## config.mk

```make
export PLATFORM = sky130hd
export DESIGN_NAME = inv_beta_serial
export DESIGN_NICKNAME = d
export VERILOG_FILES = /design/src/rtl/swan_pkg.sv /design/src/rtl/inv_sbox.sv /design/src/rtl/inv_beta_serial.sv
export SDC_FILE = /design/constraint.sdc
export NUM_CORES = 1
export LEC_CHECK = 0
export CORE_ASPECT_RATIO = 1.25
export CORE_MARGIN = 2
export CORE_UTILIZATION = 45
export CTS_BUF_LIST = sky130_fd_sc_hd__clkbuf_8
export CTS_CLUSTER_DIAMETER = 60
export DETAILED_ROUTE_END_ITERATION = 7
export GPL_TIMING_DRIVEN = 0
export HOLD_SLACK_MARGIN = 0.05
export PLACE_DENSITY = 0.78
export SLEW_MARGIN = 5
export SYNTH_ARGS = -nofsm -noshare
export SYNTH_HDL_FRONTEND = slang
export SYNTH_SLANG_ARGS = --single-unit
```

## constraint.sdc

```tcl
create_clock -name clk -period 4.85 [get_ports clk]
set_clock_uncertainty 0.05 [all_clocks]
set_input_delay 0.97 -clock clk [delete_from_list [all_inputs] [get_ports clk]]
set_output_delay 0.97 -clock clk [all_outputs]
set_load 0.02 [all_outputs]
```

## src/rtl/swan_pkg.sv

```systemverilog
// SWAN64 shared constants: S-box tables, half-block geometry, FSM states.
// Optional build macro used by the beta blocks: INV_BETA_DUAL_MODE_EN.
package swan_pkg;

  localparam int SIDE_SIZE = 32;
  localparam int SBOX_SIZE = 4;

  localparam logic [3:0] SBOX [16] = '{
    4'h1, 4'h2, 4'hC, 4'h5, 4'h7, 4'h8, 4'hA, 4'hF,
    4'h4, 4'hD, 4'hB, 4'hE, 4'h9, 4'h6, 4'h0, 4'h3
  };

  localparam logic [3:0] INV_SBOX [16] = '{
    4'hE, 4'h0, 4'h1, 4'hF, 4'h8, 4'h3, 4'hD, 4'h4,
    4'h5, 4'hC, 4'h6, 4'hA, 4'h2, 4'h9, 4'hB, 4'h7
  };

  typedef enum logic [1:0] {
    IDLE,
    BUSY,
    DONE
  } state_t;

endpackage

```

## src/rtl/inv_sbox.sv

```systemverilog
// Combinational inverse SWAN S-box: one 4-bit column in, one out.
module inv_sbox
  import swan_pkg::*;
(
  input  logic [3:0] i_x,
  output logic [3:0] o_y
);

  assign o_y = INV_SBOX[i_x];

endmodule

```

## src/rtl/inv_beta_serial.sv

```systemverilog
// Iterative inverse SWAN64 beta layer, COLS_PER_CYCLE columns per clock.
// Build with INV_BETA_DUAL_MODE_EN to add a fwd port selecting SBOX.
module inv_beta_serial #(
  parameter int BLOCK_SIZE     = 64,
  parameter int SIDE_SIZE      = BLOCK_SIZE / 2,
  parameter int SBOX_SIZE      = 4,
  parameter int COLS_PER_CYCLE = 2
) (
  input  logic                 clk,
  input  logic                 rst,
  input  logic                 in_valid,
  output logic                 in_ready,
  input  logic [0:SIDE_SIZE-1] in_data,
  output logic                 out_valid,
  input  logic                 out_ready,
  output logic [0:SIDE_SIZE-1] out_data
`ifdef INV_BETA_DUAL_MODE_EN
  ,
  input  logic                 fwd
`endif
);

  import swan_pkg::*;

  localparam int NCOL = SIDE_SIZE / SBOX_SIZE;
  localparam int C    = COLS_PER_CYCLE;
  localparam logic [2:0] STEP = 3'(C);
  localparam logic [2:0] LAST = 3'(NCOL - C);

  if (!(C == 1 || C == 2 || C == 4 || C == 8)) begin : g_bad_cols
    $error("COLS_PER_CYCLE must be 1, 2, 4 or 8");
  end

  state_t               r_state;
  state_t               w_state_nx;
  logic [0:SIDE_SIZE-1] r_work;
  logic [0:SIDE_SIZE-1] w_work_nx;
  logic [2:0]           r_cnt;
  logic [2:0]           w_cnt_nx;
  logic                 w_last;

  logic [2:0] w_idx [C];
  logic [3:0] w_col [C];
  logic [3:0] w_sub [C];
  logic [3:0] w_res [C];

`ifdef INV_BETA_DUAL_MODE_EN
  logic r_fwd;
  logic w_fwd_nx;
`endif

  assign w_last = (r_cnt == LAST);

  for (genvar g = 0; g < C; g++) begin : g_col
    assign w_idx[g] = r_cnt + 3'(g);
    assign w_col[g] = {
      r_work[5'(w_idx[g])],
      r_work[5'(w_idx[g]) + 5'd8],
      r_work[5'(w_idx[g]) + 5'd16],
      r_work[5'(w_idx[g]) + 5'd24]
    };

    inv_sbox u_inv_sbox (
      .i_x (w_col[g]),
      .o_y (w_sub[g])
    );

`ifdef INV_BETA_DUAL_MODE_EN
    assign w_res[g] = r_fwd ? SBOX[w_col[g]] : w_sub[g];
`else
    assign w_res[g] = w_sub[g];
`endif
  end

  always_comb begin
    w_state_nx = r_state;
    w_work_nx  = r_work;
    w_cnt_nx   = r_cnt;
    in_ready   = 1'b0;
    out_valid  = 1'b0;
`ifdef INV_BETA_DUAL_MODE_EN
    w_fwd_nx   = r_fwd;
`endif
    unique case (r_state)
      IDLE: begin
        in_ready = 1'b1;
        if (in_valid) begin
          w_work_nx  = in_data;
          w_cnt_nx   = '0;
          w_state_nx = BUSY;
`ifdef INV_BETA_DUAL_MODE_EN
          w_fwd_nx   = fwd;
`endif
        end
      end
      BUSY: begin
        for (int g = 0; g < C; g++) begin
          for (int r = 0; r < 4; r++) begin
            w_work_nx[5'(w_idx[g]) + 5'(8 * r)] = w_res[g][3-r];
          end
        end
        // Counter parks on the last group; it is cleared on the next accept.
        if (w_last) begin
          w_state_nx = DONE;
        end else begin
          w_cnt_nx = r_cnt + STEP;
        end
      end
      DONE: begin
        out_valid = 1'b1;
        if (out_ready) begin
          w_state_nx = IDLE;
        end
      end
      default: w_state_nx = IDLE;
    endcase
  end

  always_ff @(posedge clk) begin
    if (rst) begin
      r_state <= IDLE;
      r_work  <= '0;
      r_cnt   <= '0;
`ifdef INV_BETA_DUAL_MODE_EN
      r_fwd   <= 1'b0;
`endif
    end else begin
      r_state <= w_state_nx;
      r_work  <= w_work_nx;
      r_cnt   <= w_cnt_nx;
`ifdef INV_BETA_DUAL_MODE_EN
      r_fwd   <= w_fwd_nx;
`endif
    end
  end

  assign out_data = r_work;

endmodule

```

## After elaboration in Yosys (flattened, before gate mapping)

Memory sizes are Yosys's and may differ from the RTL's.
Cells that the tools add are included.

| storage, ports and cells | value |
|---|---|
| logic and storage cells | 124 |
| output and inout bits | 34 |
| memories | 2 |
| ROM bits | 128 |
| register bits | 37 |
| bits of input ports | 36 |

| cells by class | value |
|---|---|
| eq/ne operators | 7 |
| mux-type cells | 63 |
| order comparisons | 18 |
| bitwise logic cells | 10 |
| reductions and logical operators | 13 |
| add/sub/neg operators | 8 |

Memory list:

| memory | depth | width | rd ports | clocked after memory_dff | write ports | line | text |
|---|---|---|---|---|---|---|---|
| (name not given) | 16 | 4 | 1 | 0 | 0 | inv_sbox.sv:9 | `assign o_y = INV_SBOX[i_x];` |
| (name not given) | 16 | 4 | 1 | 0 | 0 | inv_sbox.sv:9 |  |

Operator list:

| kind | count |
|---|---|
| $bwmux 32 | 8 |
| $pmux 32 s2 | 1 |
| $ge 6x6->1 const B | 8 |
| $lt 6x1->1 const B | 8 |
| $bmux 1 s5 | 8 |
| $demux 1 s5 | 8 |
| $not 5->6 | 6 |
| $mux 32 | 1 |
| $mux 1 | 26 |
| $mux 4 | 4 |
| $not 3->6 | 2 |
| $add 3x4->5 const B | 2 |
| $add 3x5->5 const B | 2 |
| $add 4x4->5 const B | 2 |
| $ge 5x5->1 const B | 2 |
| $not 4->5 | 2 |
| $logic_and 1x1->1 | 8 |
| $ne 2x2->1 const B | 4 |
| $mux 2 | 3 |
| $mux 3 | 2 |
| $pmux 2 s3 | 1 |
| $pmux 3 s2 | 1 |
| $reduce_and 3->1 | 2 |
| $add 3x1->3 const B | 1 |
| other kinds (7) | 7 |

## Longest topological paths before layout

Gate-level depths: netlist of the first run.

| depth | value |
|---|---|
| word-level depth | 18 |
| gate-level depth with buffers | 8 |
| gate-level depth less buffers | 7 |

## Modules after synthesis

From an unflattened synthesis of the first run, not the netlist that was laid out.

| second synthesis, totals | value |
|---|---|
| cells, all modules | 240 |
| area total of the unflattened synthesis | 2382.3 sq um |

Modules (own cells, without submodules):

| module | area each (sq um) | cells each | seq. area each (sq um) | instances |
|---|---|---|---|---|
| inv_beta_serial | 1966.9 | 204 | 720.7 | 1 |
| inv_sbox | 207.7 | 18 | 0.0 | 2 |

## Worst setup path before layout of the first run

OpenSTA, ideal clock, no wires.

| timing | value |
|---|---|
| path kind | flip-flop to flip-flop |
| start | reg r_cnt[1] |
| end | reg r_work, in the netlist out_data[28] |
| cell stages (with the launch flop) | 9 |
| slack | 2589 ps |
| arrival time | 2086 ps |
| library setup time | 125 ps |
| path buffers | 1 |
| period minus slack after synthesis | 2261 ps |
| data required time | 4675 ps |
| cell sequence | dfxtp_1 > buf_6 > mux4_1 > inv_1 > ha_1 > inv_1 > mux2i_1 > mux2_2 > o2bb2ai_1 |

| on the way | value |
|---|---|
| cells in the longest elaborated chain, start to end | 18 |
| elaborated cells on any way between the ends | 96 |
| classes of those cells | 7 x add/sub; 16 x order compare; 53 x mux; 10 x bitwise; 8 x reduce/logical; 2 x memory |

Ends and longest elaborated chain:

| element | line | text |
|---|---|---|
| start: declaration | inv_beta_serial.sv:38 | `logic [2:0] r_cnt;` |
| start signal: assignment | inv_beta_serial.sv:130 | `r_cnt <= w_cnt_nx;` |
| $add 3x5->5, or another cell as far along | inv_beta_serial.sv:59, inv_beta_serial.sv:99 |  |
| $not 5->6 (on tied branches) | - |  |
| $bmux 1 s5 (on tied branches) | inv_beta_serial.sv:59, inv_beta_serial.sv:58, inv_beta_serial.sv:60 |  |
| $mux 1 (on tied branches) (2 in series) | inv_beta_serial.sv:59, inv_beta_serial.sv:58, inv_beta_serial.sv:60 |  |
| $not 4->5 (not written as such) | inv_sbox.sv:9 |  |
| $mem_v2 16x4 | - |  |
| $mux 4 (not written as such) (2 in series) | inv_sbox.sv:9 |  |
| $bwmux 32 (7 in series) | inv_beta_serial.sv:99 | `w_work_nx[5'(w_idx[g]) + 5'(8 * r)] = w_res[g][3-r];` |
| $bwmux 32 * | inv_beta_serial.sv:99 |  |
| $pmux 32 s2 * | inv_beta_serial.sv:84 | `unique case (r_state)` |
| end signal: assignment | inv_beta_serial.sv:129 | `r_work <= w_work_nx;` |
| end: declaration | inv_beta_serial.sv:36 | `logic [0:SIDE_SIZE-1] r_work;` |

Every way passes the cells marked *; elsewhere a longest branch is shown, timed or not. The select of a mux whose other input is x is not followed.
A chain may end at the register's enable or synchronous reset.

## Worst setup path after layout of the first run

| timing | value |
|---|---|
| start | reg r_state[0] |
| end | out out_valid |

| on the way | value |
|---|---|
| cells in the longest elaborated chain, start to end | 2 |

Ends and longest elaborated chain:

| element | line | text |
|---|---|---|
| start: declaration | inv_beta_serial.sv:34 | `state_t r_state;` |
| start signal: assignment | inv_beta_serial.sv:128 | `r_state <= w_state_nx;` |
| $eq 2x2->1 | inv_beta_serial.sv:84 |  |
| $mux 1 | inv_beta_serial.sv:84 |  |
| end: declaration | inv_beta_serial.sv:14 | `output logic out_valid,` |

No other way between the ends.

==> impl_metrics.csv, run 1 <==
group,metric,value,unit
outcome,status,"complete, no violations",
hold_path,hp-start,"r_state[1]",
global_route,grt_pass1_vias,1964,
global_route,antenna_found_initial,0,
sta,finalMaxSlewViolations,0,
sta,worstMarginPinSlew,549.3,ps
final_layout,design_area,3043,sq um
drt,drc_errors,0,
yosys,synth_nets,261,
worst_setup_path,crit_family,"buffers and inverters",
worst_setup_path,timing.critical_path.from,"r_state[0]",
clocking,clk_latency,290,ps
yosys,synth_cell_type_count,22,
die,die_h,82.06,um
sta,tns,0,ps
global_route,grt_busiest_layer,"met2",
flow_run,maxCapViolations,0,
worst_setup_path,worstPathCellList,"clkbuf_1, clkbuf_1, nor2_1, clkdlybuf4s50_1",
worst_setup_path,arrival,1840,ps
sta,grt_setup_unrepaired,"false",
die,io_pins,70,
drt,wl,6202,um
final_layout,drive_gt1_share,9.507,%
sta,period_minus_slack,2862,ps
final_layout,area_growth,38.73,%
yosys,yosys_warnings,0,
clocking,ctsHoldBuffers,0,
sta,holdWs,497.7,ps
yosys,avgSynthCellArea,10.54,sq um
power,pwr_density_cell,291.6,nW/um^2
yosys,synth_area_leaders,"dfxtp_1 33%, a22oi_1 12%, ha_1 9.7%, o2bb2ai_1 8.0%, mux2i_1 7.3%",
worst_setup_path,cp.required,3830,ps
power,finalPower,0.0008873,W
worst_setup_path,cp_slowest_stage_delay,550,ps
die,dieWidth,66.45,um
die,start_util,46.38,%
hold_path,hold_path_class,"reg -> reg",
drt,vias,1990,
sta,max_freq,349.4,MHz
clocking,cts_made_buffers,5,
yosys,synthesis.area,2193,sq um
sta,hold_viol_final,0,
worst_setup_path,cpMostUsedCell,"clkbuf_1",
worst_setup_path,cp.buffers_inverters,3,
placed_design,dpl_cell_area,2949,sq um
clocking,root_buffer,"clkbuf_8",
clocking,max-clock-path-buffers,2,
worst_setup_path,r2r-start,"r_cnt[1]",
clocking,ctsHtreeMaxLevel,2,
placed_design,place_ws,2085,ps
yosys,yosys.area.top_type_share,32.86,%
global_route,met1_usage,28.83,%
yosys,seq_area_frac_synth,32.86,%
final_layout,fin_nets,336,
clocking,post_cts_resized,0,
worst_setup_path,slowest_stage,"clkdlybuf4s50_1",
yosys,synthArstFlopShare,0,%
placed_design,portBuffers,68,
global_route,grt_max_degree,12,
worst_setup_path,worstPathMaxFanout,10,
yosys,synthFlopType,"dfxtp_1",
clocking,clk_pin_slew,70,ps
sta,timing.slew.headroom,63.38,%
yosys,synth_common_cells,"36 x dfxtp_1, 34 x a22oi_1, 20 x o2bb2ai_1",
worst_setup_path,end_kind,"output port",
yosys,yosysMostFrequentCell,"dfxtp_1",
drt,ant_nets,0,
worst_setup_path,worstSetupPathType,"reg -> out",
yosys,synth_edf_count,0,
global_route,overflow,0,
clocking,cts_setup_buffers,0,
global_route,grt_usage,24.28,%
placed_design,gp_congestion,0.8295,
drt,drt_pass1_iterations,4,
drt,drt_iter0_markers,153,
sta,post-route-period-util,59.02,%
final_layout,n_fill_cell,415,
clocking,cts.sinks,36,
sta,setup_viol,0,
power,power_leakage,1.138,nW
die,dieArea,5452,sq um
power,ir_drop,0.2056,mV
drt,via_per_inst,5.785,
global_route,grtUsageMet3,4.932,%
clocking,cts_tree,"done",
final_layout,diodes,0,
yosys,netlist_instances,208,
placed_design,dp_hpwl,4484,um
global_route,grt_pass1_wl,9798,um
yosys,synth_top_cell_by_area,"dfxtp_1",
die,rows,28,
drt,avgRoutedWirePerCell,18.03,um
yosys,synth-seq-cells,36,
sta,final.setup.worst_slack,1988,ps
worst_setup_path,cp-start-kind,"flop",
die,core_area,4730,sq um
global_route,gr-usage-met2,43.40,%
-- power breakdown --
| group | switching, W | internal (W) |
|---|---|---|
| combinational | 0.000167 | 0.000158 |
| sequential | 0.0000202 | 0.000320 |
| clock | 0.000110 | 0.000113 |
-- per-stage QoR --
step	std cells	utilization (%)
after floorplan	208	-
after global placement	336	62.35
after detailed placement	336	62.35
after CTS	344	64.34
after global routing	344	64.34
final	344	64.34
-- state kept, by name (all words and copies together), names as in the netlist --
signal    cells
r_cnt         2
out_data     32
r_state       2
-- final cells by class --
| cell class | instances | area, sq um | share of cell area [%] |
|---|---|---|---|
| repair buffers | 68 | 680.7 | 22.37 |
| inverters | 13 | 48.80 | 1.604 |
| plain buffers | 14 | 76.32 | 2.508 |
| clock inverters | 2 | 11.26 | 0.3701 |
| multi-input cells | 145 | 1348 | 44.28 |
| well taps | 60 | 75.07 | 2.467 |
| clock buffers | 6 | 82.58 | 2.714 |
| flip-flops and latches | 36 | 720.7 | 23.68 |
-- final timing paths --
kind	endpoint	cells after the start	slack, ps
worst max-delay path	out_valid	4	1990
worst min register to register	r_state[0]	1	500
worst min-delay path	r_state[0]	1	500
worst max register to register	out_data[29]	7	2280
-- worst reg2reg max path, stage by stage, from the launching register on --
cell and delay, ps:
dfxtp_1 380, buf_6 200, mux4_1 700, inv_1 190, ha_1 160, inv_1 80, mux4_2 530, o22ai_1 200
-- cell families (layout without fill, tap and decap cells) --
group / after synthesis / count (layout) / synth area share, %
muxes: 36 / 36 / 23.05
DFF: 36 / 36 / 32.86
and+or+nand+nor: 23 / 23 / 4.735
adders and majority gates: 17 / 17 / 9.697
buffers and inverters: 27 / 103 / 5.705
AOI/OAI and AO/OA: 69 / 69 / 23.96
-- routing by layer --
metal	part of all wire (%)	vias to the layer above
li1	-	957
met5	0	-
met1	43	943
met2	49	83
met3	6.6	7
met4	0.98	0
-- placed cells by master, fill, tap and decap left out --
cell             synthesis  final
mux2_2                  10     10
mux2_4                   1      1
clkinvlp_4               0      1
a22o_1                   1      1
mux2i_1                 16     16
clkbuf_8                 0      6
o22ai_1                 12     12
and3_1                   4      4
o21ai_0                  1      1
clkbuf_1                10     10
nor3_1                   2      2
a22oi_1                 34     34
a31oi_1                  1      1
ha_1                    17     17
dfxtp_1                 36     36
buf_6                    3      3
and2_1                   2      2
nand2_1                  8      8
buf_2                    1      1
o2bb2ai_1               20     20
clkdlybuf4s50_1          0     68
mux4_1                   4      4
mux4_2                   5      5
inv_1                   13     14
nor2_1                   7      7
(Power assumes the default switching activity.)
==> run 2: changes to the inputs <==
clock period = 2.8 ns   (was 4.85 ns; I/O delays follow)
==> results of run 2 <==
The final DEF is identical to that of run 1. Status: complete, no violations.
Main changes from that run: setup slack after placement 2085 ps -> 276.2 ps; setup slack after layout 1988 ps -> 228.8 ps; start point of the critical path r_state[0] -> r_cnt[1]; end point of the critical path out_valid -> out_data[29]; register-to-register setup slack 2280 ps -> 230 ps; total power 0.0008873 W -> 0.001537 W; worst IR drop on VDD 0.2056 mV -> 0.3561 mV
==> run 3: changes to the inputs <==
PLACE_DENSITY = 0.77   (was 0.78)
SYNTH_HIERARCHICAL = 1   (was unset)
==> run 3 against run 2 <==
Flip-flop and latch count did not move. Largest cell class unchanged. Combinational power is 14% higher. Highest routed layer unchanged. Sequential share of layout area decreased by 1.7 points.
==> impl_metrics.csv, run 3 <==
group,metric,value,unit
outcome,status,"complete, no violations",
drt,avgRoutedWirePerCell,19.49,um
yosys,synth-seq-cells,36,
sta,tns,0,ps
die,start_util,46.90,%
drt,drt_pass1_iterations,4,
worst_setup_path,cpMostUsedCell,"inv_1",
global_route,grt_pass1_vias,2222,
die,io_pins,70,
yosys,synth_top_cell_by_area,"dfxtp_1",
worst_setup_path,r2r-start,"r_cnt[1]",
worst_setup_path,arrival,2830,ps
clocking,cts.sinks,36,
yosys,avgSynthCellArea,9.926,sq um
worst_setup_path,worstPathMaxFanout,10,
global_route,grt_usage,24.81,%
yosys,synth_area_leaders,"dfxtp_1 30%, ha_1 11%, mux4_2 7.6%, mux4_1 6.6%, a32oi_1 6.3%",
placed_design,dpl_cell_area,3151,sq um
global_route,grt_pass1_wl,11420,um
power,power_frac_seq,34.1,%
final_layout,area_growth,37.66,%
worst_setup_path,cp-start-kind,"flop",
clocking,cts_tree,"done",
yosys,yosys_warnings,6,
final_layout,final_common_cell,"clkdlybuf4s50_1",
power,power.switching,0.0005878,W
hold_path,hp-start,"out_data[9]",
worst_setup_path,slowest_stage,"mux4_2",
hold_path,hold_path_class,"reg -> reg",
power,power_frac_clock,29.6,%
placed_design,gp_congestion,0.9300,
final_layout,fin_nets,373,
placed_design,portBuffers,69,
yosys,synth_nets,296,
final_layout,drive_gt1_share,13.84,%
drt,drc_errors,0,
hold_path,whs_endpoint,"out_data[9]",
clocking,cts_made_buffers,5,
global_route,grt_max_degree,12,
global_route,antenna_found_initial,0,
sta,post-route-period-util,96.77,%
yosys,synth_common_cells,"36 x dfxtp_1, 24 x inv_1, 20 x ha_1",
worst_setup_path,cp.required,2920,ps
worst_setup_path,r2r-end,"out_data[15]",
yosys,netlist_instances,240,
sta,finalMaxSlewViolations,0,
sta,grt_setup_unrepaired,"true",
sta,setup_viol,0,
final_layout,final_cell_mix,"69 x clkdlybuf4s50_1, 35 x dfxtp_1, 24 x inv_1",
final_layout,design_area,3279,sq um
drt,wl,7407,um
worst_setup_path,cp_slowest_stage_delay,590,ps
clocking,root_buffer,"clkbuf_8",
die,die_h,85.35,um
yosys,yosysMostFrequentCell,"dfxtp_1",
final_layout,fin_util,64.56,%
power,finalPower,0.001769,W
clocking,clk_latency,310,ps
die,dieArea,5896,sq um
die,rows,29,
clocking,max-clock-path-buffers,2,
yosys,synth_cell_type_count,33,
worst_setup_path,rrSetupSlack,90,ps
sta,worstMarginPinSlew,728.8,ps
final_layout,largest_reg_flops,32,
power,comb_power_share,36.3,%
yosys,synthArstFlopShare,0,%
global_route,overflow,0,
drt,vias,2328,
clocking,ctsHtreeMaxLevel,2,
drt,drt_iter0_markers,252,
yosys,synthesis.area,2382,sq um
clocking,clk_pin_slew,80,ps
worst_setup_path,worstSetupPathType,"reg -> reg",
worst_setup_path,reg2reg_depth,8,
placed_design,dp_hpwl,5260,um
yosys,synth_edf_count,0,
power,ir_drop,0.3414,mV
sta,max_freq,369.1,MHz
final_layout,n_fill_cell,430,
drt,via_per_inst,6.126,
die,dieWidth,69.08,um
yosys,seq_area_frac_synth,30.25,%
worst_setup_path,end_kind,"flop",
sta,timing.slew.headroom,51.28,%
sta,hold_viol_final,0,
yosys,yosys.area.top_type_share,30.25,%
final_layout,diodes,0,
flow_run,maxCapViolations,0,
yosys,synthFlopType,"dfxtp_1",
clocking,ctsHoldBuffers,0,
power,p_int,0.001181,W
worst_setup_path,worstPathCellList,"buf_6, mux4_2, inv_1, ha_1, inv_1, mux4_1, a32oi_1, o21ai_0",
sta,period_minus_slack,2710,ps
power,power_leakage,1.232,nW
power,pwr_density_cell,539.5,nW/um^2
hold_path,hold-path-cell-count,2,
die,core_area,5080,sq um
drt,ant_nets,0,
power,switching_share,33.22,%
[run 3: cell count changes after synthesis, moves of 9 or more]
cell / delta
a22oi_1: -34
a21oi_1: +14
o2bb2ai_1: -20
o221a_2: +9
o21ai_0: +13
inv_1: +11
a31oi_1: +10
nand2b_1: +18
mux2i_1: -11
a32oi_1: +17
[run 3: worst max path at each step]
| stage | from | to | slack [ps] | cells after the start |
|---|---|---|---|---|
| 2_1_floorplan | r_cnt[1] | out_data[24] | 190 | 7 |
| 3_3_place_gp | r_cnt[1] | out_data[31] | -160 | 7 |
| 3_5_place_dp | r_cnt[1] | out_data[31] | -240 | 7 |
| 4_1_cts | r_cnt[2] | out_data[31] | 20 | 7 |
| 5_1_grt | r_cnt[1] | out_data[9] | -10 | 8 |
| 6_report | r_cnt[1] | out_data[15] | 90 | 8 |
[run 3: area by class of cell]
type / count / area (sq um) / share of cell area (%)
Multi-Input combinational cell: 164 / 1468 / 44.75
Sequential cell: 36 / 721.9 / 22.01
Timing Repair Buffer: 70 / 698.2 / 21.29
Buffer: 16 / 97.59 / 2.976
Clock buffer: 7 / 96.34 / 2.938
Inverter: 24 / 90.09 / 2.747
Tap cell: 62 / 77.57 / 2.366
Clock inverter: 1 / 30.03 / 0.9157
[run 3: through the flow]
| stage | hold WS, ps | setup slack, ps | std cells |
|---|---|---|---|
| 2_1_floorplan | 498.9 | 187.0 | 240 |
| 3_3_place_gp | 425.2 | -163.3 | 371 |
| 3_5_place_dp | 434.6 | -236.1 | 371 |
| 4_1_cts | 445.1 | 17.98 | 379 |
| 5_1_grt | 475.9 | -11.75 | 380 |
| 6_report | 440.1 | 90.38 | 380 |
[run 3: cells by family after synthesis]
logic type / share of synthesized area (%)
AOI/OAI and AO/OA: 22.53
adders and majority gates: 10.50
buffers and inverters: 7.510
DFF: 30.25
muxes: 17.70
and+or+nand+nor: 11.50
[run 3: per-layer routing]
metal / up-vias / routed length (um) / global-route usage, %
met1: 1108 / 2732 / 28.53
met2: 136 / 3778 / 44.41
met4: 0 / 161 / 9.626
met5: - / 0 / 0
met3: 14 / 735 / 5.819
li1: 1070 / - / -
[run 3: critical path, delay by kind of cell, from the launching register on]
kind	cells	cell delay, ps
AOI/OAI and AO/OA	2	340
adders and majority gates	1	160
buffers and inverters	3	430
DFF	1	420
muxes	2	1170
[run 3: power by group through the flow]
stage	registers [W]	clock network [W]	logic, W
after global placement	0.000611	0	0.000604
after CTS	0.000603	0.000528	0.000620
final	0.000603	0.000525	0.000642
after floorplan	0.000659	0	0.000329
after global routing	0.000609	0.000552	0.000680
after detailed placement	0.000613	0	0.000615
[run 3: timing repair]
| item | 4_1_cts | 5_1_grt |
|---|---|---|
| resized for setup | 3 | 6 |
| endpoints found under the setup margin | 26 | 19 |
| buffers inserted | 0 | 1 |
